$ cat src/rtl/imm_ext_pkg.sv
// imm_ext_pkg
// Shared definitions for the immediate-extension stage and the decode-stage
// comparator.
// Contents:
//   EXT_MODE_W          width of the extension mode selector
//   EXT_SIGN..EXT_JUMP  mode encodings; codes 5..7 are undefined
//   ext_mode_defined()  true when a mode code names a real extension form
package imm_ext_pkg;

  localparam int EXT_MODE_W = 3;

  localparam logic [EXT_MODE_W-1:0] EXT_SIGN   = 3'd0;
  localparam logic [EXT_MODE_W-1:0] EXT_ZERO   = 3'd1;
  localparam logic [EXT_MODE_W-1:0] EXT_UPPER  = 3'd2;
  localparam logic [EXT_MODE_W-1:0] EXT_BRANCH = 3'd3;
  localparam logic [EXT_MODE_W-1:0] EXT_JUMP   = 3'd4;

  // Any code above EXT_JUMP is reserved and flagged as a mode error.
  function automatic logic ext_mode_defined(input logic [EXT_MODE_W-1:0] mode);
    return (mode <= EXT_JUMP);
  endfunction

endpackage

$ cat src/rtl/imm_ext_core.sv
// imm_ext_core
// Purely combinational immediate/index extension. Shared by the buffered
// extension stage and the decode-stage comparator.
// Parameters:
//   DATA_W  result width (>= IDX_W+2 and >= 2*IMM_W)
//   IMM_W   immediate width, taken from field[IMM_W-1:0]
//   IDX_W   jump index width, also the width of field
// Ports:
//   field     input   IDX_W       raw immediate/index bits
//   mode      input   EXT_MODE_W  extension mode
//   data      output  DATA_W      extended operand (0 for undefined modes)
//   mode_err  output  1           mode code is undefined
module imm_ext_core
  import imm_ext_pkg::*;
#(
  parameter int DATA_W = 32,
  parameter int IMM_W  = 16,
  parameter int IDX_W  = 26
) (
  input  logic [IDX_W-1:0]      field,
  input  logic [EXT_MODE_W-1:0] mode,
  output logic [DATA_W-1:0]     data,
  output logic                  mode_err
);

  logic [IMM_W-1:0]  imm;
  logic [DATA_W-1:0] imm_sext;
  logic [DATA_W-1:0] imm_zext;
  logic [DATA_W-1:0] field_zext;

  // All candidate forms are built in parallel; the mode only picks one.
  assign imm        = field[IMM_W-1:0];
  assign imm_sext   = {{(DATA_W-IMM_W){imm[IMM_W-1]}}, imm};
  assign imm_zext   = {{(DATA_W-IMM_W){1'b0}}, imm};
  assign field_zext = DATA_W'(field);

  // Mode select. Branch offsets are shifted after sign extension, so any bits
  // pushed past the top of DATA_W simply fall off. Undefined modes produce a
  // zero operand plus the error flag so execute never sees garbage.
  always_comb begin
    data     = '0;
    mode_err = 1'b0;
    case (mode)
      EXT_SIGN:   data = imm_sext;
      EXT_ZERO:   data = imm_zext;
      EXT_UPPER:  data = {imm, {(DATA_W-IMM_W){1'b0}}};
      EXT_BRANCH: data = imm_sext << 2;
      EXT_JUMP:   data = field_zext << 2;
      default:    mode_err = ~ext_mode_defined(mode);
    endcase
  end

endmodule

$ cat src/rtl/imm_ext_pipe.sv
// imm_ext_pipe
// Buffered immediate-extension stage between decode and execute. Extension
// is done combinationally on the way in; the result, tag and error flag are
// held in a 2-entry skid buffer so decode stalls and execute backpressure are
// decoupled. in_ready depends only on registered occupancy.
// Optional build macro: IMM_EXT_PERF_EN adds perf_count, a 32-bit count of
// accepted entries (cleared by reset only, not by flush).
// Ports:
//   clk           input   1           rising-edge clock
//   reset         input   1           asynchronous active-high reset
//   flush         input   1           synchronous squash of buffered/incoming
//   in_valid      input   1           producer has an entry
//   in_ready      output  1           stage can accept an entry
//   in_field      input   IDX_W       raw immediate/index bits
//   in_mode       input   EXT_MODE_W  extension mode
//   in_tag        input   TAG_W       sideband passed through unmodified
//   out_valid     output  1           head entry valid
//   out_ready     input   1           consumer takes head this cycle
//   out_data      output  DATA_W      extended operand of head (0 if empty)
//   out_tag       output  TAG_W       tag of head (0 if empty)
//   out_mode_err  output  1           head used an undefined mode (0 if empty)
//   perf_count    output  32          accepted-entry count (IMM_EXT_PERF_EN)
module imm_ext_pipe
  import imm_ext_pkg::*;
#(
  parameter int DATA_W = 32,
  parameter int IMM_W  = 16,
  parameter int IDX_W  = 26,
  parameter int TAG_W  = 32
) (
  input  logic                  clk,
  input  logic                  reset,
  input  logic                  flush,
  input  logic                  in_valid,
  output logic                  in_ready,
  input  logic [IDX_W-1:0]      in_field,
  input  logic [EXT_MODE_W-1:0] in_mode,
  input  logic [TAG_W-1:0]      in_tag,
  output logic                  out_valid,
  input  logic                  out_ready,
  output logic [DATA_W-1:0]     out_data,
  output logic [TAG_W-1:0]      out_tag,
  output logic                  out_mode_err
`ifdef IMM_EXT_PERF_EN
  ,
  output logic [31:0]           perf_count
`endif
);

  logic [DATA_W-1:0] ext_data;
  logic              ext_err;

  logic [DATA_W-1:0] data_q [2];
  logic [TAG_W-1:0]  tag_q  [2];
  logic              err_q  [2];

  logic [1:0] count_q;
  logic       rd_ptr_q;
  logic       wr_ptr_q;

  logic push;
  logic pop;

  imm_ext_core #(
    .DATA_W (DATA_W),
    .IMM_W  (IMM_W),
    .IDX_W  (IDX_W)
  ) u_core (
    .field    (in_field),
    .mode     (in_mode),
    .data     (ext_data),
    .mode_err (ext_err)
  );

  // Handshake qualification. A flush cycle swallows both the incoming entry
  // and any pop, so neither pointer nor count moves except via the clear.
  assign in_ready  = (count_q != 2'd2);
  assign out_valid = (count_q != 2'd0);
  assign push      = in_valid & in_ready & ~flush;
  assign pop       = out_valid & out_ready & ~flush;

  // Occupancy and ring pointers. With one entry held, a simultaneous push and
  // pop keeps the count at 1 while the head moves onto the new entry.
  always_ff @(posedge clk or posedge reset) begin
    if (reset) begin
      count_q  <= 2'd0;
      rd_ptr_q <= 1'b0;
      wr_ptr_q <= 1'b0;
    end else if (flush) begin
      count_q  <= 2'd0;
      rd_ptr_q <= 1'b0;
      wr_ptr_q <= 1'b0;
    end else begin
      if (push) wr_ptr_q <= ~wr_ptr_q;
      if (pop)  rd_ptr_q <= ~rd_ptr_q;
      case ({push, pop})
        2'b10:   count_q <= count_q + 2'd1;
        2'b01:   count_q <= count_q - 2'd1;
        default: count_q <= count_q;
      endcase
    end
  end

  // Slot storage. Contents are only observed through the valid-gated output
  // mux, so the slots carry no reset.
  always_ff @(posedge clk) begin
    if (push) begin
      data_q[wr_ptr_q] <= ext_data;
      tag_q[wr_ptr_q]  <= in_tag;
      err_q[wr_ptr_q]  <= ext_err;
    end
  end

  // Head-entry outputs, forced to zero whenever the buffer is empty so stale
  // slot contents never leak to execute.
  always_comb begin
    out_data     = '0;
    out_tag      = '0;
    out_mode_err = 1'b0;
    if (out_valid) begin
      out_data     = data_q[rd_ptr_q];
      out_tag      = tag_q[rd_ptr_q];
      out_mode_err = err_q[rd_ptr_q];
    end
  end

`ifdef IMM_EXT_PERF_EN
  logic [31:0] perf_q;

  // Accepted-entry counter. Flush leaves it alone; it wraps naturally.
  always_ff @(posedge clk or posedge reset) begin
    if (reset) begin
      perf_q <= 32'd0;
    end else if (push) begin
      perf_q <= perf_q + 32'd1;
    end
  end

  assign perf_count = perf_q;
`endif

endmodule
$ cat config.mk
export PLATFORM = sky130hd
export DESIGN_NAME = imm_ext_pipe
export DESIGN_NICKNAME = d
export VERILOG_FILES = /design/src/rtl/imm_ext_pkg.sv /design/src/rtl/imm_ext_core.sv /design/src/rtl/imm_ext_pipe.sv
export SDC_FILE = /design/constraint.sdc
export NUM_CORES = 1
export LEC_CHECK = 0
export BUFFER_PORTS_ARGS = -buffer_cell sky130_fd_sc_hd__buf_2
export CAP_MARGIN = 5
export CORE_UTILIZATION = 25
export DETAILED_ROUTE_END_ITERATION = 10
export PLACE_DENSITY = 0.48
export SYNTH_ARGS = -nofsm -noshare
export SYNTH_HDL_FRONTEND = slang
export SYNTH_SLANG_ARGS = --single-unit
export TNS_END_PERCENT = 20
$ cat constraint.sdc
create_clock -name clk -period 18.45 [get_ports clk]
set_input_delay 5.535 -clock clk [delete_from_list [all_inputs] [get_ports clk]]
set_output_delay 5.535 -clock clk [all_outputs]
set_load 0.02 [all_outputs]
### Word level (Yosys, flattened, before mapping)

Memories as Yosys holds them, arrays and structs flattened.
Index checks and enable logic that the tools add are counted.

| cells by class | value |
|---|---|
| order comparisons | 1 |
| bitwise logic cells | 8 |
| eq/ne operators | 7 |
| mux-type cells | 13 |
| $add $sub $neg | 2 |
| reductions and logical operators | 6 |

Operators by type and width:

| cell | count |
|---|---|
| case mux 32 bit (5 select lines) | 1 |
| two-way mux 32 bit | 2 |
| two-way mux 1 bit | 8 |
| == test 3 x 2 -> 1 bit, second input constant | 2 |
| nonzero test 2 bit | 3 |
| OR reduction 5 bit | 1 |
| bitwise AND 1 bit | 4 |
| NOT 1 bit | 4 |
| case mux 2 bit (2 select lines) | 1 |
| == test 3 x 1 -> 1 bit, second input constant | 1 |
| == test 3 bit, second input constant | 1 |
| less-or-equal comparator 3 bit, second input constant | 1 |
| zero test 3 bit | 1 |
| nonzero test 3 bit | 1 |
| adder 2 x 1 -> 2 bit, second input constant | 1 |
| == test 2 x 1 -> 1 bit, second input constant | 1 |
| == test 2 bit, second input constant | 1 |
| two-way mux 2 bit | 1 |
| inequality test 2 bit, second input constant | 1 |
| subtractor 2 x 1 -> 2 bit, second input constant | 1 |

| storage, ports and cells | value |
|---|---|
| output and inout bits | 67 |
| memories | 3 |
| logic and storage cells | 43 |
| memory bits (writable) | 130 |
| bits of input ports | 66 |
| flip-flop bits (word level) | 4 |

Memory list:

| memory | depth | width | rd ports | clocked after memory_dff | write ports | line | text |
|---|---|---|---|---|---|---|---|
| data_q | 2 | 32 | 1 | 0 | 1 | imm_ext_pipe.sv:53 | `logic [DATA_W-1:0] data_q [2];` |
| tag_q | 2 | 32 | 1 | 0 | 1 | imm_ext_pipe.sv:54 | `logic [TAG_W-1:0] tag_q [2];` |
| err_q | 2 | 1 | 1 | 0 | 1 | imm_ext_pipe.sv:55 | `logic err_q [2];` |

### Longest topological paths before layout

| depth | value |
|---|---|
| depth after elaboration | 6 |
| depth in mapped cells | 6 |
| gate-level depth less buffers | 4 |

### Hierarchy

From an unflattened synthesis, not the netlist that was laid out.

| second synthesis, totals | value |
|---|---|
| cell total of the unflattened synthesis | 400 |
| area total of the unflattened synthesis | 6038.3 um^2 |

By module, submodules not included:

| module | sequential area each (um^2) | cells each | instances | area each (um^2) |
|---|---|---|---|---|
| imm_ext_pipe | 4003.8 | 303 | 1 | 5146.2 |
| imm_ext_core | 0.0 | 97 | 1 | 892.1 |

### Least setup slack after synthesis

No wires, ideal clock.

| timing | value |
|---|---|
| path type | in2reg |
| start | in in_valid |
| end | mem data_q[1][0] (enable) |
| data required time | 17.869 ns |
| stages on the path | 2 |
| buffers on the path | 0 |
| path slack | 7.510 ns |
| library setup time | 0.581 ns |
| arrival time | 10.359 ns |
| path through | nand2_1 nor3b_1 |

| between the ends | value |
|---|---|
| cells in the longest elaborated chain, start to end | 4 |

Ends and longest elaborated chain:

| item | line | text |
|---|---|---|
| start: declaration | imm_ext_pipe.sv:34 | `input logic in_valid,` |
| bitwise AND 1 bit (2 in series) | imm_ext_pipe.sv:79 | `assign push = in_valid & in_ready & ~flush;` |
| two-way mux 1 bit | imm_ext_pipe.sv:107 | `if (push) begin` |
| two-way mux 1 bit (not written as such) | imm_ext_pipe.sv:108 | `data_q[wr_ptr_q] <= ext_data;` |
| end: declaration | imm_ext_pipe.sv:53 |  |

Every way passes these cells.

### Worst setup path in the final report

| timing | value |
|---|---|
| start | reg rd_ptr_q |
| end | out out_data[4] |

| between the ends | value |
|---|---|
| cells in the longest elaborated chain, start to end | 2 |

Ends and longest elaborated chain:

| item | line | text |
|---|---|---|
| start: declaration | imm_ext_pipe.sv:58 | `logic rd_ptr_q;` |
| start signal: assignment | imm_ext_pipe.sv:95 | `if (pop) rd_ptr_q <= ~rd_ptr_q;` |
| memory read (2 x 32 bit) | -- |  |
| two-way mux 32 bit | imm_ext_pipe.sv:120 | `if (out_valid) begin` |
| end: declaration | imm_ext_pipe.sv:41 | `output logic [DATA_W-1:0] out_data,` |

Every way passes these cells.

==> metrics.txt <==
status complete, no violations; final hold vios 0; top-area cell type share of the netlist area 66.31%; Final period util 43.17%; Die Width 155.5 um; kind of critical path reg -> out; clk_lat worst skew 0.41 ns; Worst-Margin Slew 0.7789 ns; critical path data arrival time 2.43 ns; mapped cell area 5887 sq um; largest net degree at the start of global routing 47; CTS tree yes; number of global-route vias before repair 3920; Synth top cells by count edfxtp_1, nor2_1, mux2i_1, a21oi_1, nand2_1; MaxCap Viol Count 0; PwrDens 105.1 nW/um^2; switching pwr 0.1936 mW; number of synthesized flops with an enable pin 130; RSZ-0062 raised after global routing no; R2R depth 5; FF+latch count, synth 134; grt ovf 0; H-tree levels 4; Mapped Nets 497; Final Util 32.27%; post-synth top area cell edfxtp_1; clock transition at the registers of the reported paths 0.06 ns; fmax 125.6 MHz; I/O pins 133; CTS Buffer Depth 2; CTS root buf clkbuf_16; Final min period 7.964 ns; clk_skew 0.01017 ns; Netlist cell types 33; Gate power share 11.6%; num rows 55; top area cells in the synthesized netlist edfxtp_1, mux2i_1, nor2_1, a21oi_1, nand2_1; total number of vias 3810; DRC 0; Setup Buffers After CTS 0; internal power 0.5810 mW; # clock sinks 134; count leader, synth edfxtp_1; cts bufs inserted 17; Synth Flop Type edfxtp_1; Crit-path slowest cell dfrtp_4; Critical Path, Cell by Cell buf_4, mux2i_1, nor2_1, buf_2; initial antenna violation count 0; WL/cell 16.14 um; Max VDD drop 0.00005951 V; initial DRC count 279; Req. time, crit path 12.91 ns; setup ws final 10.49 ns; Post-Place Worst Slack 10.86 ns; Leak 2.804 nW; Post-Place Cells 853; Yosys Warn Count 0; PostCTS Resize Cnt 0; Hold Path Cell Cnt 2; Crit path buffers/inverters 2; Tightest Hold Check Type reg -> reg; Initial Utilization 25.77%; first-pass GRT wire length 21990 um; crit path max fanout 39; fin nets 625; gpl congestion 0.8044; Post-Syn Instances 431; pins over their slew limit 0; Rel. slew slack 47.85%; cell depth of the worst setup path 4; Cell Count, Final, Fillers Out 885; ys async rst share 2.985%; antenna-violating nets left 0; Diodes inserted 0; DP Wirelength 9685 um; Routed WL 14280 um; crit-path max cell delay 0.74 ns; drt first pass iters 4; chip height 155.5 um; critical path's top delay family buffers and inverters; Sw Share 25.00%; CP Launch Type flip-flop; post-synthesis sequential area ratio 68.01%; Syn-to-layout area delta 25.25%; Clock Power Share 42.7%; count of final setup violators 0; Mean Syn Cell Area 13.66 sq um; sequential share of power 45.7%; PortBufs 132; die area 24160 sq um; GRT Total Usage 12.44%; Worst Hold Slack 0.5912 ns; vias per cell 4.305; core region area 22850 sq um; Worst setup EP type output pin; TNS Setup 0 ns; cts hold-fix bufs 0; share of layout cells above drive strength 1 30.94%
-- layer usage --
metal / vias to the layer above / track usage [%] / share of wire (%)
met5: - / 0 / 0
met4: 0 / 3.688 / 0.85
met3: 13 / 4.095 / 6.5
met2: 127 / 20.78 / 48
met1: 1845 / 15.21 / 45
li1: 1825 / - / -
-- worst min-delay path: cells and delay by family (launching register included) --
| kind | cells | cell delay (ns) |
|---|---|---|
| AOI/OAI and AO/OA | 2 | 0.14 |
| DFF | 1 | 0.40 |
-- final timing paths --
kind | to | slack [ns] | from
max | out_data[4] | 10.49 | rd_ptr_q
max in group asynchronous | rd_ptr_q | 13.27 | reset
min | wr_ptr_q | 0.59 | wr_ptr_q
min reg2reg | wr_ptr_q | 0.59 | wr_ptr_q
max reg2reg | tag_q[1][18] | 16.42 | count_q[1]
min in group asynchronous | rd_ptr_q | 5.01 | reset
-- flip-flops by register name, summed over array words and instances, names as in the netlist --
| register | count |
|---|---|
| count_q | 2 |
| wr_ptr_q | 1 |
| data_q | 64 |
| rd_ptr_q | 1 |
| tag_q | 64 |
| err_q | 2 |
-- layout by cell type (no fill, tap or decap), types with 3 or more instances in the layout --
master,netlist,layout
a21oi_1,31,31
buf_2,11,132
buf_4,6,6
clkbuf_16,0,17
nor2b_1,14,14
o21ai_0,15,15
inv_1,5,5
clkinvlp_4,0,3
nand2_1,31,31
clkbuf_1,3,3
mux2i_1,66,66
edfxtp_1,130,130
a21o_1,5,5
inv_6,0,5
nor2_1,69,68
a211o_1,10,10
dfrtp_1,4,3
-- logic make-up (layout without fill, tap and decap cells) --
kind of cell	Yosys count	after routing	share of synthesized area, %
buffers and inverters	34	175	3.932
and+or+nand+nor	130	130	10.03
muxes	66	66	11.22
AOI/OAI and AO/OA	66	66	6.653
DFF	134	134	68.01
xor gates and xnor gates	1	1	0.1488
-- layout make-up --
cell class	count	area, sq um
Multi-Input combinational cell	263	1669
Fill cell	2347	15470
Clock inverter	12	143.9
Sequential cell	134	4008
Clock buffer	20	436.7
Timing Repair Buffer	138	705.7
Inverter	5	18.77
Tap cell	313	391.6
-- power groups by stage --
stage	Clock (mW)	Combinational (mW)	Sequential, mW
finish	0.331	0.0899	0.354
global route	0.355	0.0990	0.355
CTS	0.341	0.0920	0.354
detailed placement	0	0.0917	0.360
global placement	0	0.0903	0.360
floorplan	0	0.0619	0.358
-- per-stage QoR --
stage | total power, mW | area (sq um)
6_report | 0.7746 | 7373
5_1_grt | 0.8088 | 7373
4_1_cts | 0.7869 | 7373
3_5_place_dp | 0.4520 | 6793
3_3_place_gp | 0.4503 | 6793
2_1_floorplan | 0.4197 | 5887
Power figures use the tool's default switching activity.
